## config.mk

```make
export PLATFORM = sky130hd
export DESIGN_NAME = riscv_prog_sequencer
export DESIGN_NICKNAME = d
export VERILOG_FILES = /design/src/rtl/riscv_pkg.sv /design/src/rtl/riscv_watchdog.sv /design/src/rtl/riscv_prog_sequencer.sv
export SDC_FILE = /design/constraint.sdc
export NUM_CORES = 1
export LEC_CHECK = 0
export ABC_AREA = 1
export BUFFER_PORTS_ARGS = -buffer_cell sky130_fd_sc_hd__buf_2
export CAP_MARGIN = 20
export CORE_MARGIN = 2
export CORE_UTILIZATION = 35
export DETAILED_ROUTE_END_ITERATION = 7
export HOLD_SLACK_MARGIN = 0.12
export PLACE_DENSITY = 0.55
export SLEW_MARGIN = 40
export SYNTH_ARGS = -nofsm -noshare
export SYNTH_HDL_FRONTEND = slang
export SYNTH_SLANG_ARGS = --single-unit
```

## constraint.sdc

```tcl
create_clock -name clk1 -period 2.25 [get_ports clk1]
set_input_delay 0.45 -clock clk1 [delete_from_list [all_inputs] [get_ports clk1]]
set_output_delay 0.45 -clock clk1 [all_outputs]
set_load 0.02 [all_outputs]
```

## src/rtl/riscv_pkg.sv

```systemverilog
// Shared FSM state type and default parameter values for the program sequencer.
package riscv_pkg;
   localparam int unsigned DEF_DW         = 32;
   localparam int unsigned DEF_AW         = 10;
   localparam int unsigned DEF_CW         = 16;
   localparam int unsigned DEF_MAX_CYCLES = 2000;

   typedef enum logic [1:0] {
      ST_IDLE = 2'd0,
      ST_LOAD = 2'd1,
      ST_RUN  = 2'd2,
      ST_DONE = 2'd3
   } seq_state_e;
endpackage

```

## src/rtl/riscv_watchdog.sv

```systemverilog
// Run-cycle counter: cleared on start, 1 on entry to RUN, counts up and sticks
// at MAX_CYCLES; expired_o flags that the limit has been reached.
module riscv_watchdog #(
   parameter int unsigned CW         = riscv_pkg::DEF_CW,
   parameter int unsigned MAX_CYCLES = riscv_pkg::DEF_MAX_CYCLES
) (
   input  logic          clk_i,
   input  logic          rst_ni,
   input  logic          clr_i,
   input  logic          first_i,
   input  logic          inc_i,
   output logic [CW-1:0] cycles_o,
   output logic          expired_o
);
   localparam logic [CW-1:0] LIMIT = CW'(MAX_CYCLES);

   logic [CW-1:0] cnt_q, cnt_d;

   // Next count: clear has priority, then RUN entry, then saturating increment.
   always_comb begin
      cnt_d = cnt_q;
      if (clr_i) begin
         cnt_d = '0;
      end else if (first_i) begin
         cnt_d = CW'(1);
      end else if (inc_i && (cnt_q != LIMIT)) begin
         cnt_d = cnt_q + CW'(1);
      end
   end

   // Count register.
   always_ff @(posedge clk_i or negedge rst_ni) begin
      if (!rst_ni) cnt_q <= '0;
      else         cnt_q <= cnt_d;
   end

   assign cycles_o  = cnt_q;
   assign expired_o = (cnt_q == LIMIT);
endmodule

```

## src/rtl/riscv_prog_sequencer.sv

```systemverilog
// Program sequencer: streams a program into instruction memory, releases the
// core, and watches for halt or watchdog expiry.
module riscv_prog_sequencer #(
   parameter int unsigned DW         = riscv_pkg::DEF_DW,
   parameter int unsigned AW         = riscv_pkg::DEF_AW,
   parameter int unsigned CW         = riscv_pkg::DEF_CW,
   parameter int unsigned MAX_CYCLES = riscv_pkg::DEF_MAX_CYCLES
) (
   input  logic          clk1,
   input  logic          rst_n,
   input  logic          start,
   input  logic          abort,
   input  logic          ld_valid,
   output logic          ld_ready,
   input  logic [DW-1:0] ld_data,
   input  logic          ld_last,
   output logic          mem_we,
   output logic [AW-1:0] mem_addr,
   output logic [DW-1:0] mem_wdata,
   output logic          core_run,
   input  logic          core_halted,
   output logic          busy,
   output logic          done,
   output logic          timeout,
   output logic          overflow,
   output logic [CW-1:0] cycles,
   output logic [AW:0]   words
);
   import riscv_pkg::*;

   seq_state_e    state_q, state_d;
   logic [AW:0]   words_q, words_d;
   logic          done_q, done_d;
   logic          timeout_q, timeout_d;
   logic          overflow_q, overflow_d;
   logic          mem_we_q, mem_we_d;
   logic [AW-1:0] mem_addr_q, mem_addr_d;
   logic [DW-1:0] mem_wdata_q, mem_wdata_d;
   logic          wd_clr, wd_first, wd_inc, wd_expired;
   logic          accept;

   // Words are refused in the abort cycle so abort cannot race a handshake.
   assign ld_ready = (state_q == ST_LOAD) && !abort;
   assign accept   = ld_valid && ld_ready;

   riscv_watchdog #(
      .CW         (CW),
      .MAX_CYCLES (MAX_CYCLES)
   ) u_watchdog (
      .clk_i     (clk1),
      .rst_ni    (rst_n),
      .clr_i     (wd_clr),
      .first_i   (wd_first),
      .inc_i     (wd_inc),
      .cycles_o  (cycles),
      .expired_o (wd_expired)
   );

   // Next state, counters, flags and write pipeline; abort pre-empts everything.
   always_comb begin
      state_d     = state_q;
      words_d     = words_q;
      done_d      = done_q;
      timeout_d   = timeout_q;
      overflow_d  = overflow_q;
      mem_we_d    = 1'b0;
      mem_addr_d  = mem_addr_q;
      mem_wdata_d = mem_wdata_q;
      wd_clr      = 1'b0;
      wd_first    = 1'b0;
      wd_inc      = 1'b0;
      if (abort) begin
         state_d = ST_IDLE;
      end else begin
         case (state_q)
            ST_IDLE, ST_DONE: begin
               if (start) begin
                  state_d    = ST_LOAD;
                  words_d    = '0;
                  done_d     = 1'b0;
                  timeout_d  = 1'b0;
                  overflow_d = 1'b0;
                  wd_clr     = 1'b1;
               end
            end
            ST_LOAD: begin
               if (accept) begin
                  mem_we_d    = 1'b1;
                  mem_addr_d  = words_q[AW-1:0];
                  mem_wdata_d = ld_data;
                  words_d     = words_q + (AW+1)'(1);
                  if (ld_last) begin
                     state_d  = ST_RUN;
                     wd_first = 1'b1;
                  end else if (&words_q[AW-1:0]) begin
                     state_d    = ST_DONE;
                     overflow_d = 1'b1;
                  end
               end
            end
            ST_RUN: begin
               if (core_halted) begin
                  state_d = ST_DONE;
                  done_d  = 1'b1;
               end else if (wd_expired) begin
                  state_d   = ST_DONE;
                  done_d    = 1'b1;
                  timeout_d = 1'b1;
               end else begin
                  wd_inc = 1'b1;
               end
            end
            default: state_d = ST_IDLE;
         endcase
      end
   end

   // State and datapath registers.
   always_ff @(posedge clk1 or negedge rst_n) begin
      if (!rst_n) begin
         state_q     <= ST_IDLE;
         words_q     <= '0;
         done_q      <= 1'b0;
         timeout_q   <= 1'b0;
         overflow_q  <= 1'b0;
         mem_we_q    <= 1'b0;
         mem_addr_q  <= '0;
         mem_wdata_q <= '0;
      end else begin
         state_q     <= state_d;
         words_q     <= words_d;
         done_q      <= done_d;
         timeout_q   <= timeout_d;
         overflow_q  <= overflow_d;
         mem_we_q    <= mem_we_d;
         mem_addr_q  <= mem_addr_d;
         mem_wdata_q <= mem_wdata_d;
      end
   end

   assign mem_we    = mem_we_q;
   assign mem_addr  = mem_addr_q;
   assign mem_wdata = mem_wdata_q;
   assign core_run  = (state_q == ST_RUN);
   assign busy      = (state_q == ST_LOAD) || (state_q == ST_RUN);
   assign done      = done_q;
   assign timeout   = timeout_q;
   assign overflow  = overflow_q;
   assign words     = words_q;
endmodule

```

==> flow_summary.json <==
{
  "kind_of_path_behind_the_tightest_hold_check": "in -> reg",
  "clk_pin_slew_worst_paths_ps": 90,
  "buffer_ports.inserted": 114,
  "syn_nets": 534,
  "post_layout_nonfiller_instances": 751,
  "clock_sink_count": 75,
  "drc_errors": 0,
  "viasPerCell": 4.76,
  "globalRouteTotalUtil_pct": 17.7,
  "ys.warnings.count": 0,
  "grt_first_pass_wirelength_um": 16300,
  "synth_ff_type": "sky130_fd_sc_hd__dfrtp_1",
  "n_diodes": 0,
  "slowest_delay_ps": 420,
  "tritoncts.num_buffers": 9,
  "final_period_minus_worst_setup_slack_ps": 2030,
  "critPathArrivalTime_ps": 1580,
  "largest_net_degree_at_the_start_of_global_routing": 44,
  "syn_avg_cell_area_um2": 7.82,
  "slew_violations": 0,
  "wl_per_cell_um": 13.4,
  "worst-path-max-fanout": 11,
  "required_ps": 1800,
  "floorplan.initialDensity_pct": 35.5,
  "synth_sequential_area_ratio_pct": 49.2,
  "ir_worst_vdd_mv": 0.518,
  "placedInstanceArea_um2": 4510,
  "filler_cell_count": 1074,
  "synth_cell_types": 32,
  "cts_resized": 0,
  "cpMaxStageDelayCell": "sky130_fd_sc_hd__dfrtp_1",
  "setup.worst_path.end_class": "primary output",
  "power.density_cell_area_nw_per_um2": 1180,
  "postLayoutCellArea_um2": 4750,
  "num-nets-final": 652,
  "drtPass1Iterations": 4,
  "place_worst_setup_slack_ps": 413,
  "design.die.area_um2": 11800,
  "mappedNetlistArea_um2": 3810,
  "grt_antenna_before_repair": 0,
  "synth_area_leaders": "sky130_fd_sc_hd__dfrtp_1, sky130_fd_sc_hd__nand2_1, sky130_fd_sc_hd__inv_1",
  "cap_violations": 0,
  "die_boundary_width_um": 108,
  "outcome": "finished clean",
  "timing.final.crit_share_pct": 90.3,
  "drtAntennaViolNets": 0,
  "synthCells": 488,
  "final-setup-viol-count": 0,
  "post_route_cells_drive_above_1_share_pct": 25.5,
  "p_leak_nw": 2.56,
  "critical_path.cell_chain": "inv_1 > ha_1 > buf_4 > nand2_1 > inv_1 > buf_2",
  "worst-setup-path-type": "reg -> out",
  "synth.cells.most_frequent": "sky130_fd_sc_hd__nand2_1, sky130_fd_sc_hd__dfrtp_1, sky130_fd_sc_hd__inv_1",
  "core_area_um2": 10700,
  "place_inst": 734,
  "cts_tree": "yes",
  "clock_path_buffers": 2,
  "post-synth-top-count-cell": "sky130_fd_sc_hd__nand2_1",
  "area.growth.synth_to_final_pct": 24.4,
  "synth-seq-cells": 75,
  "vias": 3576,
  "critPathLaunchType": "flip-flop",
  "number_of_global_route_vias_before_repair": 3281,
  "ctsRootBufferMaster": "sky130_fd_sc_hd__clkbuf_8",
  "finalPower_mw": 5.61,
  "synth-edff-count": 0,
  "setup_ws_final_ps": 218,
  "async_flop_share_pct": 100,
  "synthDominantCellAreaShare_pct": 49.2,
  "hold_fails_final_rpt": 0,
  "slew-limit-headroom_pct": 63.7,
  "detailedPlacementHpwl_um": 7470,
  "clock_latency_ps": 350,
  "gpl.final_weighted_congestion": 0.883,
  "number_of_h_tree_branching_levels": 3,
  "postRouteWirelength_um": 10100,
  "design.portCount": 115,
  "fmax_ghz": 0.492,
  "number_of_design_rule_violations_left_by_the_first_detailed_router_iteration": 189,
  "final.setup_skew_ps": 11.9,
  "die-height_um": 108,
  "overflow": 0,
  "cp_common_cell": "sky130_fd_sc_hd__inv_1",
  "row_count": 38,
  "worst-slew-pin-transition_ps": 543,
  "synth_top_cell_by_area": "sky130_fd_sc_hd__dfrtp_1",
  "fin_tns_setup_ps": 0,
  "grt_setup_unrepaired": "no"
}
## flip-flops by register name, indices dropped and copies added (netlist names)
name and cells:
words 11, mem_wdata 32, timeout 1, state_q 2
done 1, mem_addr 10, overflow 1, u_watchdog.cycles_o 16
mem_we 1
## cell families (layout without fill, tap and decap cells)
kind of cell | count (synthesis) | after routing | synth area share [%]
AOI/OAI and AO/OA | 49 | 49 | 7.28
xor gates and xnor gates | 1 | 1 | 0.230
adders and majority gates | 7 | 7 | 2.30
buffers and inverters | 61 | 184 | 7.97
DFF | 75 | 75 | 49.2
and+or+nand+nor | 295 | 295 | 33.0
## power breakdown
part / total (mW) / switching [mW] / leakage (nW) / internal (mW)
clock: 1.19 / 0.554 / 0.110 / 0.632
combinational: 2.29 / 1.52 / 1.47 / 0.764
sequential: 2.14 / 0.358 / 0.988 / 1.78
total: 5.61 / 2.44 / 2.56 / 3.18
## routing by layer
| layer | share of wire (%) | track usage, % |
|---|---|---|
| met1 | 45 | 23.4 |
| met2 | 45 | 28.3 |
| met3 | 7.5 | 3.38 |
| met4 | 2.1 | 7.23 |
| met5 | 0 | 0 |
## through the flow
step / util [%] / hold WS (ps)
CTS: 44.2 / 262
floorplan: - / 154
global route: 44.2 / 273
finish: 44.2 / 282
detailed placement: 42.0 / 448
global placement: 42.0 / 438
## worst paths after layout
check	startpoint	to	slack, ps	cells past startpoint
min in group asynchronous	rst_n	mem_wdata[28]	590	2
setup / recovery	state_q[1]	ld_ready	220	6
hold / removal	ld_data[7]	mem_wdata[7]	280	3
setup reg to reg	state_q[0]	words[3]	410	9
max in group asynchronous	rst_n	mem_addr[3]	1070	3
hold reg to reg	mem_wdata[14]	mem_wdata[14]	480	2
## area by class of cell
class                           count  area, um2  share of cell area, %
Clock inverter                      7        103                   2.16
Inverter                           47        194                   4.09
Timing Repair Buffer              121        641                   13.5
Multi-Input combinational cell    352       1630                   34.4
Tap cell                          140        175                   3.69
Sequential cell                    75       1880                   39.5
Clock buffer                        9        124                   2.61
## worst max-delay path: cells and delay by family, from the launching register on
kind	cells	cell delay, ps
flip-flops	1	420
AND/OR/NAND/NOR	1	90
adder cells (fa/ha/maj)	1	210
buffers and inverters	4	510
## layout by cell type, fill, tap and decap left out, drive strengths merged
| cell type | count |
|---|---|
| a21oi | 11 |
| a31oi | 1 |
| and3 | 1 |
| buf | 120 |
| bufinv | 2 |
| clkbuf | 9 |
| clkinv | 4 |
| clkinvlp | 1 |
| dfrtp | 75 |
| dlygate4sd3 | 1 |
| ha | 7 |
| inv | 47 |
| nand2 | 196 |
| nand3 | 32 |
| nand3b | 2 |
| nand4 | 14 |
| nor2 | 40 |
| nor3 | 9 |
| nor4 | 1 |
| o21ai | 36 |
| o21ba | 1 |
| xor2 | 1 |
## timing repair
item                                   CTS  global route
endpoints found under the hold margin   32             0
buffers inserted                         0             0
hold buffers                             1             0
No activity file was read; power rests on OpenSTA's default activity.
